## src/rtl/uart_tx_cfg.sv

```systemverilog
// Parametrised UART transmitter: start bit, DATA_BITS data bits LSB first, optional parity,
// one or two stop bits, each bit held for CLKS_PER_BIT clocks. All outputs are flops.
module uart_tx_cfg #(
    parameter int unsigned DATA_BITS    = 8,
    parameter int unsigned CLKS_PER_BIT = 16,
    parameter int unsigned PARITY       = 0,
    parameter int unsigned STOP_BITS    = 1
) (
    input  logic                 clk_i,
    input  logic                 reset_i,
    input  logic                 send_i,
    input  logic [DATA_BITS-1:0] data_i,
    output logic                 out_o,
    output logic                 bussy_o,
    output logic                 done_o
);

    localparam int unsigned BaudW = (CLKS_PER_BIT > 1) ? $clog2(CLKS_PER_BIT) : 1;
    localparam int unsigned BitW  = $clog2(DATA_BITS + 1);

    localparam logic [BaudW-1:0] BaudLast = BaudW'(CLKS_PER_BIT - 1);
    localparam logic [BitW-1:0]  DataLast = BitW'(DATA_BITS - 1);
    localparam logic [BitW-1:0]  StopLast = BitW'(STOP_BITS - 1);

    typedef enum logic [2:0] {
        StIdle,
        StStart,
        StData,
        StParity,
        StStop
    } state_e;

    state_e                 state_q;
    logic [BaudW-1:0]       baud_q;
    logic [BitW-1:0]        bit_q;
    logic [DATA_BITS-1:0]   shift_q;
    logic                   par_q;
    logic                   out_q;
    logic                   bussy_q;
    logic                   done_q;

    logic                   bit_end;
    logic                   par_calc;

    assign bit_end = (baud_q == BaudLast);

    // Parity is computed from the word as accepted, so later data changes cannot leak in.
    always_comb begin
        par_calc = ^data_i;
        if (PARITY == 1) begin
            par_calc = ~^data_i;
        end
    end

    always_ff @(posedge clk_i) begin
        if (reset_i) begin
            state_q <= StIdle;
            baud_q  <= '0;
            bit_q   <= '0;
            shift_q <= '0;
            par_q   <= 1'b0;
            out_q   <= 1'b1;
            bussy_q <= 1'b0;
            done_q  <= 1'b0;
        end else begin
            unique case (state_q)
                StIdle: begin
                    done_q <= 1'b0;
                    if (send_i) begin
                        shift_q <= data_i;
                        par_q   <= par_calc;
                        baud_q  <= '0;
                        bit_q   <= '0;
                        out_q   <= 1'b0;
                        bussy_q <= 1'b1;
                        state_q <= StStart;
                    end
                end
                StStart: begin
                    if (bit_end) begin
                        baud_q  <= '0;
                        bit_q   <= '0;
                        out_q   <= shift_q[0];
                        state_q <= StData;
                    end else begin
                        baud_q <= baud_q + BaudW'(1);
                    end
                end
                StData: begin
                    if (bit_end) begin
                        baud_q <= '0;
                        if (bit_q == DataLast) begin
                            bit_q <= '0;
                            if (PARITY != 0) begin
                                out_q   <= par_q;
                                state_q <= StParity;
                            end else begin
                                out_q   <= 1'b1;
                                state_q <= StStop;
                            end
                        end else begin
                            // Bit i+1 sits at index 1 before this shift moves it down.
                            shift_q <= {1'b0, shift_q[DATA_BITS-1:1]};
                            out_q   <= shift_q[1];
                            bit_q   <= bit_q + BitW'(1);
                        end
                    end else begin
                        baud_q <= baud_q + BaudW'(1);
                    end
                end
                StParity: begin
                    if (bit_end) begin
                        baud_q  <= '0;
                        bit_q   <= '0;
                        out_q   <= 1'b1;
                        state_q <= StStop;
                    end else begin
                        baud_q <= baud_q + BaudW'(1);
                    end
                end
                StStop: begin
                    if (bit_end) begin
                        baud_q <= '0;
                        if (bit_q == StopLast) begin
                            bit_q   <= '0;
                            out_q   <= 1'b1;
                            bussy_q <= 1'b0;
                            done_q  <= 1'b1;
                            state_q <= StIdle;
                        end else begin
                            bit_q <= bit_q + BitW'(1);
                        end
                    end else begin
                        baud_q <= baud_q + BaudW'(1);
                    end
                end
                default: begin
                    state_q <= StIdle;
                    out_q   <= 1'b1;
                    bussy_q <= 1'b0;
                    done_q  <= 1'b0;
                end
            endcase
        end
    end

    assign out_o   = out_q;
    assign bussy_o = bussy_q;
    assign done_o  = done_q;

endmodule

```

## config.mk

```make
export PLATFORM = sky130hd
export DESIGN_NAME = uart_tx_cfg
export DESIGN_NICKNAME = d
export VERILOG_FILES = /design/src/rtl/uart_tx_cfg.sv
export SDC_FILE = /design/constraint.sdc
export NUM_CORES = 1
export LEC_CHECK = 0
export ABC_AREA = 1
export CAP_MARGIN = 10
export CORE_MARGIN = 2
export CORE_UTILIZATION = 58
export DETAILED_ROUTE_END_ITERATION = 10
export PLACE_DENSITY = 0.8
export REMOVE_ABC_BUFFERS = 1
export SYNTH_ARGS = -nofsm -noshare
export SYNTH_HDL_FRONTEND = slang
export SYNTH_SLANG_ARGS = --single-unit
```

## constraint.sdc

```tcl
create_clock -name clk_i -period 3.57 [get_ports clk_i]
set_input_delay 0.714 -clock clk_i [delete_from_list [all_inputs] [get_ports clk_i]]
set_output_delay 0.714 -clock clk_i [all_outputs]
set_load 0.01 [all_outputs]
```

Yosys cells after proc, flatten, opt, wreduce, memory -nomap -nowiden. Cells that the tools add are included.

Word-level logic and storage cells: 74. Bits in registers: 22. Output and inout bits: 3.

Add/sub/neg operators: 2. Muxes and demuxes: 34. Reduce and logical (&&, ||, !) cells: 15. Equal/unequal tests: 15. Bitwise operators: 1.

Operator list (count): two-way mux 4 bit (7); two-way mux 8 bit (3); two-way mux 3 bit (7); != test 2 bit, second input constant (8); one-hot mux 4 bit (4 select lines) (1); one-hot mux 8 bit (2 select lines) (1); one-hot mux 3 bit (5 select lines) (1); two-way mux 1 bit (10); adder 4 x 1 -> 4 bit, second input constant (2); one-hot mux 4 bit (2 select lines) (1); AND reduction 4 bit (2); AND reduction 7 bit (1); equality test 3 x 2 -> 1 bit, second input constant (2); AND reduction 6 bit (1); one-hot mux 1 bit (5 select lines) (1); AND reduction 5 bit (1); equality test 4 x 3 -> 1 bit, second input constant (1); equality test 4 bit, second input constant (1); logical NOT 4 bit (1); nonzero test 2 bit (2); nonzero test 4 bit (1); OR reduction 4 bit (1); equality test 3 x 1 -> 1 bit, second input constant (1); equality test 3 bit, second input constant (1); 9 further kinds (9).

Longest topological paths before layout.
Word-level depth: 4. Gate-level depth with buffers: 10. Gate-level depth less buffers: 10.

Worst setup path after synthesis. No wires, ideal clock.

Path kind: input-to-reg. Start point: input reset_i. End point: register shift_q[0]. Stages: 5. Buffers on the path: 2. Required time: 3454 ps. Slack: 2081 ps. Arrival time: 1373 ps. Setup time: 116 ps. Path through: clkbuf_1 -> inv_1 -> clkbuf_1 -> o21ai_0 -> nor2_1.

RTL lines: start: declaration (RTL line 10) `input logic reset_i,`; end signal: assignment (RTL line 70) `shift_q <= data_i;`; end signal: assignment (RTL line 103) `shift_q <= {1'b0, shift_q[DATA_BITS-1:1]};`; end: declaration (RTL line 36) `logic [DATA_BITS-1:0] shift_q;`.

Final worst setup path.
Start point: register out_q, in the netlist out_o. End point: output out_o.

RTL lines: start: declaration (RTL line 38) `logic out_q;`; start signal: assignment (RTL line 83) `out_q <= shift_q[0];`; start signal: assignment (RTL line 95) `out_q <= par_q;`; start signal: assignment (RTL line 104) `out_q <= shift_q[1];`; end: declaration (RTL line 13) `output logic out_o,`.

No word-level cell between the ends.

==> flow_summary.toml <==
[global_routing]
grt_pass1_wl_mm = 4.72
grt_pass1_vias = 1120
grt_util_all_layers_pct = 24.6
grt_remaining_overflow = 0
grt_max_degree = 14
antenna_found_initial = 0

[synthesis]
synth_xor_area_share_pct = 1.44
async_flop_share_pct = 0
ys_top_cells_by_count = "nand2_1 (59), nor2_1 (39), dfxtp_1 (22), o21ai_0 (14), inv_1 (13)"
synth_edf_count = 0
synth.largest_area_cell = "dfxtp_1"
syn-instance-count = 191
synth_warnings = 0
synth_area_um2 = 1220
yosys.area_share.adder_pct = 3.08
synth_compound_area_share_pct = 11.2
synth.area.top_cells = "dfxtp_1 (36%), nand2_1 (18%), nor2_1 (12%)"
netlist-cell-type-count = 25
synthDominantCellAreaShare_pct = 36.1
synth_top_family_by_area = "simple AND/OR/NAND/NOR gates"
synth.mux.area_fraction_pct = 0
ys.flop_type = "dfxtp_1"
seq_area_frac_synth_pct = 36.1
synth-simple-area-share_pct = 42.4
postSynthAreaPerCell_um2 = 6.39
yosys_register_bits = 22
synth.most_common_cell = "nand2_1"

[cells_and_area]
syn2layout_area_growth_pct = 15.8
multi_input_area_um2 = 708
diodes = 0
nFillCells = 185
nets = 221
seq_area_um2 = 440
drive_gt1_share_pct = 7.77

[routing]
viasPerCell = 5.41
wl_per_cell_um = 11.7
routed_wl_mm = 2.73
dr.first_iter.drc_count = 56
dr.pass1.iters = 4
drcViolationCount = 0
detail-route-antenna-nets = 0
via_count = 1260

[sta]
slew_viol_final = 0
fmax_mhz = 519
setup_tns_ns = 0
hold_violations = 0
relSlewSlack_pct = 71.9
whs_ns = 0.490
finalSetupViolCount = 0
fin_crit_sh_pct = 54.0
worstMarginPinSlew_ns = 0.419
clock_skew_ns = 0.00218
period_minus_slack_ns = 1.93
rsz0062_at_grt = "no"

[setup_path]
path_delay_family = "buffers and inverters"
path_cells = "clkdlybuf4s50_1"
start_kind = "flip-flop"
slowest_stage = "clkdlybuf4s50_1"
crit_buf_inv = 1
cp_max_fo = 2
required_ns = 2.86
cp_data_arrival_time_ns = 1.21
cpPeakStageDelay_ns = 0.54
worstSetupPathType = "flip-flop to output port"
end_kind = "output port"

[clock_tree]
cts_sinks = 22
cts_buffer_depth = 2
clk_pin_slew_ns = 0.12
ctsHoldBuffers = 0
root_buffer = "clkbuf_4"
htree_levels = 1
insertion_delay_ns = 0.31
postCtsResizedCells = 0
cts_tree = "yes"
post_cts_buffers = 0
numCtsBuffers = 3

[placement]
gp_congestion = 0.882
port_buffers = 13
place_hpwl_mm = 2.03

[floorplanning]
die_w_um = 49.9
core-area_um2 = 1980
die_area_um2 = 2490
start_util_pct = 61.6
ioPinCount = 14
rows = 16
die_y_um = 49.9

[worst_hold_path]
hold_path.class = "flip-flop to flip-flop"

[outcome]
outcome = "finished clean"

[flow_run]
maxCapViolCount = 0

[power]
ir_worst_vdd_mv = 0.427
p_leak_nw = 0.659
power_density_nw_per_um2 = 776
-- worst paths after layout --
path         startpoint       end  slack, ns  cells past startpoint
min             bussy_o   bussy_o       0.49                      2
max               out_o     out_o       1.64                      1
min reg2reg     bussy_o   bussy_o       0.49                      2
max reg2reg   baud_q[1]  bit_q[3]       2.02                      8
-- worst reg2reg max path, cell delays in order, from the launching register on --
cell	delay, ns
dfxtp_1	0.39
ha_1	0.19
nand3_1	0.19
nand2_1	0.17
nand2_1	0.12
nor2_4	0.15
nand2_1	0.06
o21ai_0	0.08
nor2_1	0.07
-- area by class of cell --
cell class | instances | area share (%)
Sequential cell | 22 | 31.2
Inverter | 16 | 4.52
Timing Repair Buffer | 13 | 9.21
Tap cell | 27 | 2.39
Multi-Input combinational cell | 151 | 50.1
Clock buffer | 4 | 2.57
-- logic make-up (layout without fill, tap and decap cells) --
kind of cell,Yosys count,after routing
buffers and inverters,18,33
adder cells (fa/ha/maj),3,3
AND/OR/NAND/NOR,120,120
AO/OA/AOI/OAI,26,26
XOR/XNOR,2,2
flip-flops,22,22
-- registers in the layout, summed over array words and instances, names as in the netlist --
name     flops
shift_q      8
baud_q       4
bit_q        4
state_q      3
bussy_o      1
done_o       1
out_o        1
-- per-layer routing --
metal | vias up | GRT usage (%) | routed length [um]
met5 | - | 0 | 0
met4 | 0 | 13.9 | 63
met3 | 6 | 3.33 | 175
li1 | 637 | - | -
met2 | 47 | 40.0 | 1310
met1 | 570 | 31.3 | 1180
-- report_power, final --
| part | switching (mW) | internal (mW) | leakage (nW) | total [mW] |
|---|---|---|---|---|
| logic | 0.367 | 0.200 | 0.457 | 0.567 |
| clock network | 0.0785 | 0.0623 | 0.0210 | 0.141 |
| registers | 0.0635 | 0.325 | 0.181 | 0.388 |
| total | 0.509 | 0.587 | 0.659 | 1.10 |
-- cells in the final DEF (no fill, tap or decap) --
cell / count
nand2_1: 59
nor2_1: 39
dfxtp_1: 22
o21ai_0: 14
inv_1: 13
clkdlybuf4s50_1: 13
nand3_1: 9
a21oi_1: 9
nand2_2: 3
ha_1: 3
clkbuf_4: 3
nor2_4: 2
nand2_4: 2
nor3_1: 2
inv_2: 1
inv_4: 1
nand3_2: 1
nor2_2: 1
clkinv_2: 1
nand3b_1: 1
nand4_1: 1
xnor2_1: 1
xor2_1: 1
o31ai_1: 1
o211ai_1: 1
a31oi_1: 1
clkbuf_8: 1
-- stage by stage --
stage	cell area [um^2]	util [%]	cells	setup WS [ns]	power (mW)
final	1410	71.3	233	1.64	1.10
after global routing	1410	71.3	233	1.60	1.20
after CTS	1410	71.3	233	1.65	1.09
after detailed placement	1380	69.4	229	1.48	0.951
after global placement	1380	69.4	229	1.50	0.931
after floorplan	1210	-	189	2.14	0.803
No activity file was read; power rests on OpenSTA's default activity.
